**config.mk**
```make
export PLATFORM = sky130hd
export DESIGN_NAME = fetch_ibuffer_flat
export DESIGN_NICKNAME = d
export VERILOG_FILES = /design/src/rtl/fetch_ibuffer_if.sv /design/src/rtl/fetch_ibuffer.sv /design/src/flat_wrapper.sv
export SDC_FILE = /design/constraint.sdc
export NUM_CORES = 2
export LEC_CHECK = 0
export BUFFER_PORTS_ARGS = -buffer_cell sky130_fd_sc_hd__buf_2
export CAP_MARGIN = 20
export CORE_MARGIN = 10
export CORE_UTILIZATION = 45
export CTS_CLUSTER_DIAMETER = 60
export DETAILED_ROUTE_END_ITERATION = 6
export PLACE_DENSITY = 0.65
export SLEW_MARGIN = 15
export SYNTH_ARGS = -nofsm -noshare
export SYNTH_HDL_FRONTEND = slang
export SYNTH_SLANG_ARGS = --single-unit
```
**constraint.sdc**
```tcl
create_clock -name clk -period 7.97 [get_ports clk]
set_input_delay 0.3985 -clock clk [delete_from_list [all_inputs] [get_ports clk]]
set_output_delay 0.3985 -clock clk [all_outputs]
set_load 0.01 [all_outputs]
```
**src/rtl/fetch_ibuffer_if.sv**
```systemverilog
// Handshake bundle between fetch, the per-warp instruction buffer and decode.
// The buffer connects through the slave modport; the fetch/decode side uses master.
interface fetch_ibuffer_if #(
  parameter int NUM_WARPS   = 4,
  parameter int NUM_THREADS = 4,
  parameter int PC_BITS     = 30,
  parameter int INSTR_W     = 32,
  parameter int UUID_W      = 44
) ();
  localparam int NW_W = $clog2(NUM_WARPS);

  logic                   in_valid;
  logic [NW_W-1:0]        in_wid;
  logic [PC_BITS-1:0]     in_PC;
  logic [NUM_THREADS-1:0] in_tmask;
  logic [INSTR_W-1:0]     in_instr;
  logic [UUID_W-1:0]      in_uuid;
  logic                   in_ready;

  logic                   out_valid;
  logic [NW_W-1:0]        out_wid;
  logic [PC_BITS-1:0]     out_PC;
  logic [NUM_THREADS-1:0] out_tmask;
  logic [INSTR_W-1:0]     out_instr;
  logic [UUID_W-1:0]      out_uuid;
  logic                   out_ready;

  logic [NUM_WARPS-1:0]   ibuf_pop;

  modport slave (
    input  in_valid, in_wid, in_PC, in_tmask, in_instr, in_uuid, out_ready,
    output in_ready, out_valid, out_wid, out_PC, out_tmask, out_instr, out_uuid, ibuf_pop
  );

  modport master (
    output in_valid, in_wid, in_PC, in_tmask, in_instr, in_uuid, out_ready,
    input  in_ready, out_valid, out_wid, out_PC, out_tmask, out_instr, out_uuid, ibuf_pop
  );
endinterface

```
**src/rtl/fetch_ibuffer.sv**
```systemverilog
// Per-warp instruction FIFOs between fetch and decode, drained one instruction
// per cycle through a round-robin arbiter into a registered output stage.
module fetch_ibuffer #(
  parameter int NUM_WARPS   = 4,
  parameter int NUM_THREADS = 4,
  parameter int IBUF_SIZE   = 4,
  parameter int PC_BITS     = 30,
  parameter int INSTR_W     = 32,
  parameter int UUID_W      = 44
) (
  input  logic           clk,
  input  logic           reset,
  fetch_ibuffer_if.slave bus
);
  localparam int NW_W  = $clog2(NUM_WARPS);
  localparam int PTR_W = $clog2(IBUF_SIZE);
  localparam int ENT_W = PC_BITS + NUM_THREADS + INSTR_W + UUID_W;
  localparam int ADR_W = NW_W + PTR_W;

  // Storage for all warps in one array; the warp id forms the upper address bits.
  logic [ENT_W-1:0] mem_q [NUM_WARPS*IBUF_SIZE];

  logic [PTR_W:0] head_q [NUM_WARPS];
  logic [PTR_W:0] tail_q [NUM_WARPS];
  logic [PTR_W:0] head_d [NUM_WARPS];
  logic [PTR_W:0] tail_d [NUM_WARPS];

  logic [NUM_WARPS-1:0] empty;
  logic [NUM_WARPS-1:0] full;
  logic [NUM_WARPS-1:0] enq_w;
  logic [NUM_WARPS-1:0] deq_w;

  logic                   out_valid_q;
  logic [NW_W-1:0]        out_wid_q;
  logic [PC_BITS-1:0]     out_pc_q;
  logic [NUM_THREADS-1:0] out_tmask_q;
  logic [INSTR_W-1:0]     out_instr_q;
  logic [UUID_W-1:0]      out_uuid_q;
  logic [NW_W-1:0]        last_grant_q;

  logic            enq;
  logic            load;
  logic            grant_valid;
  logic [NW_W-1:0] grant_wid;
  logic [NW_W-1:0] cand;
  logic [ADR_W-1:0] wr_addr;
  logic [ADR_W-1:0] rd_addr;
  logic [NUM_WARPS-1:0] pop;

  assign bus.in_ready = ~full[bus.in_wid];
  assign enq          = bus.in_valid && bus.in_ready;
  assign load         = (~out_valid_q || bus.out_ready) && grant_valid;

  assign wr_addr = {bus.in_wid, tail_q[bus.in_wid][PTR_W-1:0]};
  assign rd_addr = {grant_wid, head_q[grant_wid][PTR_W-1:0]};

  generate
    for (genvar gi = 0; gi < NUM_WARPS; gi++) begin : g_warp
      assign empty[gi] = (head_q[gi] == tail_q[gi]);
      assign full[gi]  = (head_q[gi][PTR_W-1:0] == tail_q[gi][PTR_W-1:0]) &&
                         (head_q[gi][PTR_W] != tail_q[gi][PTR_W]);
      assign enq_w[gi] = enq && (bus.in_wid == NW_W'(gi));
      assign deq_w[gi] = load && (grant_wid == NW_W'(gi));
      assign tail_d[gi] = tail_q[gi] + (PTR_W+1)'(enq_w[gi]);
      assign head_d[gi] = head_q[gi] + (PTR_W+1)'(deq_w[gi]);
    end
  endgenerate

  // Search starts one past the last grant; k == NUM_WARPS wraps back to it.
  always_comb begin
    grant_valid = 1'b0;
    grant_wid   = '0;
    cand        = '0;
    for (int k = 1; k <= NUM_WARPS; k++) begin
      cand = last_grant_q + NW_W'(k);
      if (!grant_valid && !empty[cand]) begin
        grant_valid = 1'b1;
        grant_wid   = cand;
      end
    end
  end

  always_ff @(posedge clk) begin
    if (enq) begin
      mem_q[wr_addr] <= {bus.in_PC, bus.in_tmask, bus.in_instr, bus.in_uuid};
    end
  end

  always_ff @(posedge clk) begin
    if (reset) begin
      for (int w = 0; w < NUM_WARPS; w++) begin
        head_q[w] <= '0;
        tail_q[w] <= '0;
      end
    end else begin
      head_q <= head_d;
      tail_q <= tail_d;
    end
  end

  always_ff @(posedge clk) begin
    if (reset) begin
      out_valid_q  <= 1'b0;
      out_wid_q    <= '0;
      out_pc_q     <= '0;
      out_tmask_q  <= '0;
      out_instr_q  <= '0;
      out_uuid_q   <= '0;
      last_grant_q <= NW_W'(NUM_WARPS - 1);
    end else if (load) begin
      out_valid_q  <= 1'b1;
      out_wid_q    <= grant_wid;
      {out_pc_q, out_tmask_q, out_instr_q, out_uuid_q} <= mem_q[rd_addr];
      last_grant_q <= grant_wid;
    end else if (bus.out_ready) begin
      out_valid_q  <= 1'b0;
    end
  end

  // Suppressed during reset so instructions being discarded never report a pop.
  always_comb begin
    pop = '0;
    if (out_valid_q && bus.out_ready && !reset) begin
      pop[out_wid_q] = 1'b1;
    end
  end

  assign bus.out_valid = out_valid_q;
  assign bus.out_wid   = out_wid_q;
  assign bus.out_PC    = out_pc_q;
  assign bus.out_tmask = out_tmask_q;
  assign bus.out_instr = out_instr_q;
  assign bus.out_uuid  = out_uuid_q;
  assign bus.ibuf_pop  = pop;

  a_wid_range: assert property (@(posedge clk) disable iff (reset)
    bus.in_valid |-> (int'(bus.in_wid) < NUM_WARPS));
  a_no_full_enq: assert property (@(posedge clk) disable iff (reset)
    !(enq && full[bus.in_wid]));
endmodule

```
**src/flat_wrapper.sv**
```systemverilog
// flat-port wrapper written by rule: the top's interface ports become plain ports
module fetch_ibuffer_flat 
#(
  parameter int NUM_WARPS   = 4,
  parameter int NUM_THREADS = 4,
  parameter int IBUF_SIZE   = 4,
  parameter int PC_BITS     = 30,
  parameter int INSTR_W     = 32,
  parameter int UUID_W      = 44
)
  (clk, reset, bus_in_valid, bus_in_wid, bus_in_PC, bus_in_tmask, bus_in_instr, bus_in_uuid, bus_out_ready, bus_in_ready, bus_out_valid, bus_out_wid, bus_out_PC, bus_out_tmask, bus_out_instr, bus_out_uuid, bus_ibuf_pop);
  fetch_ibuffer_if #(.NUM_WARPS(NUM_WARPS), .NUM_THREADS(NUM_THREADS), .PC_BITS(PC_BITS), .INSTR_W(INSTR_W), .UUID_W(UUID_W)) bus_i ();
  input  logic clk;
  input  logic reset;
  input wire logic [$bits(bus_i.in_valid)-1:0] bus_in_valid;
  input wire logic [$bits(bus_i.in_wid)-1:0] bus_in_wid;
  input wire logic [$bits(bus_i.in_PC)-1:0] bus_in_PC;
  input wire logic [$bits(bus_i.in_tmask)-1:0] bus_in_tmask;
  input wire logic [$bits(bus_i.in_instr)-1:0] bus_in_instr;
  input wire logic [$bits(bus_i.in_uuid)-1:0] bus_in_uuid;
  input wire logic [$bits(bus_i.out_ready)-1:0] bus_out_ready;
  output wire logic [$bits(bus_i.in_ready)-1:0] bus_in_ready;
  output wire logic [$bits(bus_i.out_valid)-1:0] bus_out_valid;
  output wire logic [$bits(bus_i.out_wid)-1:0] bus_out_wid;
  output wire logic [$bits(bus_i.out_PC)-1:0] bus_out_PC;
  output wire logic [$bits(bus_i.out_tmask)-1:0] bus_out_tmask;
  output wire logic [$bits(bus_i.out_instr)-1:0] bus_out_instr;
  output wire logic [$bits(bus_i.out_uuid)-1:0] bus_out_uuid;
  output wire logic [$bits(bus_i.ibuf_pop)-1:0] bus_ibuf_pop;
  assign bus_i.in_valid = bus_in_valid;
  assign bus_i.in_wid = bus_in_wid;
  assign bus_i.in_PC = bus_in_PC;
  assign bus_i.in_tmask = bus_in_tmask;
  assign bus_i.in_instr = bus_in_instr;
  assign bus_i.in_uuid = bus_in_uuid;
  assign bus_i.out_ready = bus_out_ready;
  assign bus_in_ready = bus_i.in_ready;
  assign bus_out_valid = bus_i.out_valid;
  assign bus_out_wid = bus_i.out_wid;
  assign bus_out_PC = bus_i.out_PC;
  assign bus_out_tmask = bus_i.out_tmask;
  assign bus_out_instr = bus_i.out_instr;
  assign bus_out_uuid = bus_i.out_uuid;
  assign bus_ibuf_pop = bus_i.ibuf_pop;
  fetch_ibuffer #(.NUM_WARPS(NUM_WARPS), .NUM_THREADS(NUM_THREADS), .IBUF_SIZE(IBUF_SIZE), .PC_BITS(PC_BITS), .INSTR_W(INSTR_W), .UUID_W(UUID_W)) u_core (.clk(clk), .reset(reset), .bus(bus_i));
endmodule
```
Word level (Yosys, flattened, before mapping) --
Memories as Yosys holds them, arrays and structs flattened. A register that Yosys moved wholly into a read port is not among the register bits. Cells that the tools add are included.
Storage, ports and cells: register bits after elaboration 29, memory bits (writable) 1760, bits of input ports 116, output and inout port bits 118, word-level logic and storage cells 115, memories 1
Operators by class: add/sub/neg operators 11, $lt $le $gt $ge 9, eq/ne operators 18, multiplexer cells 31, bitwise logic cells 4, reduce and logical (&&, ||, !) cells 30
Memory list:
- u_core.mem_q | depth 16, bits a word 110, rd ports 1, clocked after memory_dff 1, wr ports 1, line fetch_ibuffer.sv:21 | logic [ENT_W-1:0] mem_q [NUM_WARPS*IBUF_SIZE];
Operators by type and width (count):
- 3-bit by 1-bit adder with 3-bit output | 8
- 1-bit logical AND | 20
- 2-bit by 3-bit < comparator with 1-bit output (second input constant) | 6
- 2-bit 2-to-1 mux | 8
- 1-bit 2-to-1 mux | 14
- 3-bit binary-select mux with 2-bit select | 2
- 3-bit equality test | 4
- 1-bit binary-select mux with 2-bit select | 5
- 2-bit equality test | 4
- 2-bit equality test (second input constant) | 4
- 3-bit >= comparator (second input constant) | 2
- 1-bit zero test | 6
- 2-bit NOT with 3-bit output | 2
- 2-bit adder (second input constant) | 2
- 2-bit by 1-bit equality test with 1-bit output (second input constant) | 2
- 2-bit zero test | 2
- 4-bit 2-to-1 mux | 1
- 1-bit != test | 4
- 2-bit by 1-bit adder with 2-bit output (second input constant) | 1
- 1-bit demux with 2-bit select | 1
- 2-bit by 1-bit >= comparator with 1-bit output (second input constant) | 1
- 1-bit NOT | 2
- 2-bit nonzero test | 1
- 1-bit logical OR | 1

Depth between registers and ports, before layout --
word-level depth 16, depth in mapped cells 14, depth with buffers taken out 10

Worst setup path after synthesis --
OpenSTA, ideal clock, no wires.
kind register to register, start reg u_core.head_q[4] (netlist bit), end mem u_core.mem_q[1][0] (netlist bit) (enable), library setup time 580 ps, arrival 6017 ps, data required time 7390 ps, slack 1373 ps, stages on the path, launching flop included 7, path buffers 0, clock period less this slack 6597 ps, cell sequence dfxtp_1 xor2_1 nor2_1 a31oi_1 o31ai_1 or3b_2 nor2_1
On the way: word-level cells in the longest chain between the ends 8
RTL lines:
- start: declaration | line fetch_ibuffer.sv:23 | logic [PTR_W:0] head_q [NUM_WARPS];
- start signal: indexed assignment | line fetch_ibuffer.sv:92 | head_q[w] <= '0;
- start signal: assignment | line fetch_ibuffer.sv:96 | head_q <= head_d;
- 2-bit equality test | line fetch_ibuffer.sv:60 | assign full[gi] = (head_q[gi][PTR_W-1:0] == tail_q[gi][PTR_W-1:0]) &&
- 1-bit logical AND | line fetch_ibuffer.sv:60
- 1-bit binary-select mux with 2-bit select | line fetch_ibuffer.sv:50 | assign bus.in_ready = ~full[bus.in_wid];
- 1-bit 2-to-1 mux (not written as such) | line fetch_ibuffer.sv:50
- 1-bit NOT | line fetch_ibuffer.sv:50
- 1-bit logical AND | line fetch_ibuffer.sv:51 | assign enq = bus.in_valid && bus.in_ready;
- 1-bit 2-to-1 mux | line fetch_ibuffer.sv:84 | if (enq) begin
- 1-bit 2-to-1 mux (not written as such) | line fetch_ibuffer.sv:85 | mem_q[wr_addr] <= {bus.in_PC, bus.in_tmask, bus.in_instr, bus.in_uuid};
- end: declaration | line fetch_ibuffer.sv:21
No other way between the ends. The select of a mux whose other input is x is not followed.

Worst setup path in the final report --
start reg u_core.head_q[11] (netlist bit), end reg u_core.out_instr_q[29], in the netlist u_core.bus.out_instr[29] (read register of u_core.mem_q)
On the way: word-level cells in the longest chain between the ends 16, elaborated cells between the ends (all ways) 30, those cells by class eq/ne: 1; mux: 19; bitwise: 1; reduce/logical: 9
RTL lines:
- 3-bit equality test (*) | line fetch_ibuffer.sv:59 | assign empty[gi] = (head_q[gi] == tail_q[gi]);
- 1-bit binary-select mux with 2-bit select | line fetch_ibuffer.sv:76 | if (!grant_valid && !empty[cand]) begin
- 1-bit 2-to-1 mux (not written as such) | line fetch_ibuffer.sv:76
- 1-bit zero test | line fetch_ibuffer.sv:76
- 1-bit logical AND | line fetch_ibuffer.sv:76
- 1-bit 2-to-1 mux | line fetch_ibuffer.sv:76
- 1-bit zero test | line fetch_ibuffer.sv:76
- 1-bit logical AND | line fetch_ibuffer.sv:76
- 1-bit 2-to-1 mux | line fetch_ibuffer.sv:76
- 1-bit zero test | line fetch_ibuffer.sv:76
- 1-bit logical AND | line fetch_ibuffer.sv:76
- 2-bit 2-to-1 mux | line fetch_ibuffer.sv:76
- 2-bit NOT with 3-bit output (not written as such) | line fetch_ibuffer.sv:55 | assign rd_addr = {grant_wid, head_q[grant_wid][PTR_W-1:0]};
- 3-bit binary-select mux with 2-bit select | line fetch_ibuffer.sv:55
- 2-bit 2-to-1 mux (not written as such) (2 in series) | line fetch_ibuffer.sv:55
- end: declaration | line fetch_ibuffer.sv:37 | logic [INSTR_W-1:0] out_instr_q;
Mark *: on every way between the ends. The rest lies on a longest branch, timed or not. The select of a mux whose other input is x is not followed. A chain may end at the register's enable or synchronous reset.

==> flow_summary.yaml <==
sta:
  whs_ps: 91.7
  tightest_slew_ps: 1120
  final-setup-viol-count: 0
  slew_viol_final: 0
  clock_skew_ps: 21.6
  tns_ps: 0
  min_period_over_period: 0.616
  relSlewSlack: 0.252
  fmax_ghz: 0.204
  hold_viol: 0
  rsz0062_at_grt: "false"
  post-route-min-period_ps: 4910
cts:
  clock_path_buffers: 3
  clk-insertion-delay-late_ps: 810
  cts.repair.resized: 0
  htreeDepth: 4
  clkSlewWorstSetupHoldPaths_ps: 60
  clockRootBuffer: "clkbuf_16"
  numCtsBuffers: 190
  cts_tree: "built"
  cts.sinks: 1899
detailed_routing:
  drc: 0
  vias: 43700
  wire_per_inst_um: 28.2
  first_iter_violations: 4622
  routed_wl_um: 203000
  dr_wl_met2_um: 101000
  dr_wl_met3_um: 15300
  first_pass_iters: 5
  drtAntennaViolNets: 0
  met1_length_um: 81400
  viasPerCell: 6.07
  top_layer: "met5"
logic_synthesis:
  ys.flop_type: "edfxtp_1"
  synth_top_cells_by_count: "edfxtp_1, and3_1, a211oi_1"
  yosysUniqueCellTypes: 51
  synth_top_cell_by_area: "edfxtp_1"
  synth_area_um2: 72700
  ys_seq_area_frac: 0.765
  synth_area_leaders: "edfxtp_1, and3_1, a211oi_1, dfxtp_1, a311oi_1"
  ys_async_sr_fraction: 0
  synthCells: 4628
  synth.avg_cell_area_um2: 15.7
  synth-edff-count: 1760
  ys_seq_elements: 1899
  synth_fp_nets: 4760
  yosys_warnings: 0
  yosysMostFrequentCell: "edfxtp_1"
  yosysTopAreaCellShare: 0.727
setup_path:
  cp.arrival_ps: 5660
  cp_max_fo: 110
  r2r_start: "u_core.head_q[11]$_SDFF_PP0_"
  startpoint: "u_core.head_q[11]$_SDFF_PP0_"
  cp.required_ps: 8720
  path_class: "reg2reg"
  start_kind: "register"
  endpoint_kind: "register"
  cp-endpoint: "u_core.bus.out_instr[29]$_SDFFE_PP0P_"
  reg2reg_depth: 9
  r2r_slack_ps: 3060
  r2r_end: "u_core.bus.out_instr[29]$_SDFFE_PP0P_"
pwr:
  pwr-share-seq: 0.452
  leakage_uw: 0.0283
  p_sw_uw: 7570
  clockPowerShare: 0.344
  power.share.switching: 0.296
  p_comb_frac: 0.204
  power_density_nw_per_um2: 307
  p_int_uw: 18000
  ir_drop_mv: 0.307
die:
  die_h_um: 422
  io_pins: 234
  rows: 147
  die-area_um2: 178000
  fp.coreArea_um2: 161000
  start_util: 0.453
  fp.dieW_um: 422
global_routing:
  grt_pass1_wl_um: 296000
  grt_overflow_total: 0
  grt_pass1_vias: 43100
  grt.total_usage: 0.220
  antenna_found_initial: 20
  grt_max_degree: 171
placement:
  io_buffers: 233
  dp.cells: 6724
  gp_congestion: 0.758
  dp.final_hpwl_um: 92800
min_path:
  hp-class: "in2reg"
finish:
  area_growth_pct: 14.6
  nets: 4999
  fillers: 12800
  seq_area_um2: 55600
  drive_gt1_frac: 0.121
  fin_cells: 7201
  multiInputGateArea_um2: 15600
status:
  status: "finished, final reports clean"
flow_run:
  drv_cap: 0
## critical path, stage by stage, from the launching register on
cell and delay (ps):
dfxtp_1 330, xnor2_1 250, nand3_1 270, o221ai_1 540, nand3_4 810, nand2_8 990
buf_4 720, a211oi_1 180, a2111oi_0 450, and3_1 230
## layer usage
metal  up-vias  global-route usage
met5         -                   0
met4         8              0.0701
met3       347              0.0357
met2      1981               0.374
met1     22300               0.288
li1      19000                   -
## cells in the final DEF (no fill, tap or decap), types with 3 or more instances in the layout
cell type / instances
clkinv_8: 3
nand2_1: 453
xor2_1: 4
diode_2: 7
nor2_4: 16
nor2b_1: 16
o221a_2: 3
xnor2_1: 16
inv_1: 7
nand2b_1: 3
clkinv_1: 22
a311oi_1: 220
a2111oi_0: 110
bufinv_16: 10
inv_16: 3
buf_4: 44
clkbuf_16: 194
inv_6: 6
nand3_1: 3
dlygate4sd3_1: 111
clkbuf_1: 69
dfxtp_1: 139
mux2i_1: 110
edfxtp_1: 1760
ha_1: 16
clkbuf_8: 28
a211oi_1: 551
nand4b_1: 3
buf_2: 232
buf_12: 27
clkinv_2: 23
and3_1: 661
nand3_4: 3
nor2_1: 130
## sequential cells by signal, indices dropped and copies added (netlist names)
register / flops
u_core.mem_q: 1760
u_core.bus.out_uuid: 44
u_core.bus.out_instr: 32
u_core.bus.out_PC: 30
u_core.head_q: 12
u_core.tail_q: 12
u_core.bus.out_tmask: 4
u_core.bus.out_wid: 2
u_core.last_grant_q: 2
u_core.bus.out_valid: 1
## kinds of logic (layout without fill, tap and decap cells)
family          count (synthesis)  count (layout)  share of synthesized area
simple gates                 1304            1304                     0.0919
mux                           112             112                     0.0158
other cells                     0               7                          0
buf+inv                       375             781                     0.0228
flops                        1899            1899                      0.765
fa+ha+maj                      16              16                    0.00275
compound gates                902             902                     0.0993
xor+xnor                       20              20                    0.00241
## area by class of cell
type,count,area share
Clock inverter,68,0.00800
Clock buffer,291,0.0660
Multi-Input combinational cell,2354,0.187
Tap cell,2160,0.0324
Sequential cell,1899,0.668
Timing Repair Buffer,415,0.0379
Antenna cell,7,0.000210
Inverter,7,0.000315
## worst min path at each step
stage	from	end	slack, ps	cells past startpoint
2_1_floorplan	bus_in_uuid[0]	u_core.mem_q[0][0]$_DFFE_PP_	500	0
3_3_place_gp	u_core.bus.out_wid[1]$_SDFFE_PP0P_	u_core.bus.out_wid[1]$_SDFFE_PP0P_	510	2
3_5_place_dp	u_core.bus.out_wid[1]$_SDFFE_PP0P_	u_core.bus.out_wid[1]$_SDFFE_PP0P_	520	2
4_1_cts	reset	u_core.tail_q[11]$_SDFF_PP0_	60	2
5_1_grt	reset	u_core.tail_q[2]$_SDFF_PP0_	100	2
6_report	reset	u_core.head_q[5]$_SDFF_PP0_	90	2
## metrics by stage
stage | instance area, um2 | total power [uW] | util | worst slack, ps
final | 83300 | 25500 | 0.519 | 3060
after detailed placement | 76000 | 16900 | 0.473 | 3160
after floorplan | 72700 | 14800 | - | 1370
after global placement | 76000 | 16900 | 0.473 | 3240
after global routing | 83300 | 26500 | 0.519 | 2740
after CTS | 83300 | 25700 | 0.519 | 3110
## power groups by stage
stage               Clock (uW)  Sequential, uW  Combinational [uW]
floorplan                    0           11700                3110
global placement             0           11800                5100
detailed placement           0           11800                5170
CTS                       8880           11600                5240
global route              9290           11600                5620
finish                    8780           11500                5210
## timing repair
action | in CTS | in global routing
setup buffers | 0 | 0
hold endpoints to repair | 1761 | 0
hold buffers | 111 | 0
Note: power is estimated with default switching activity, not from simulation.
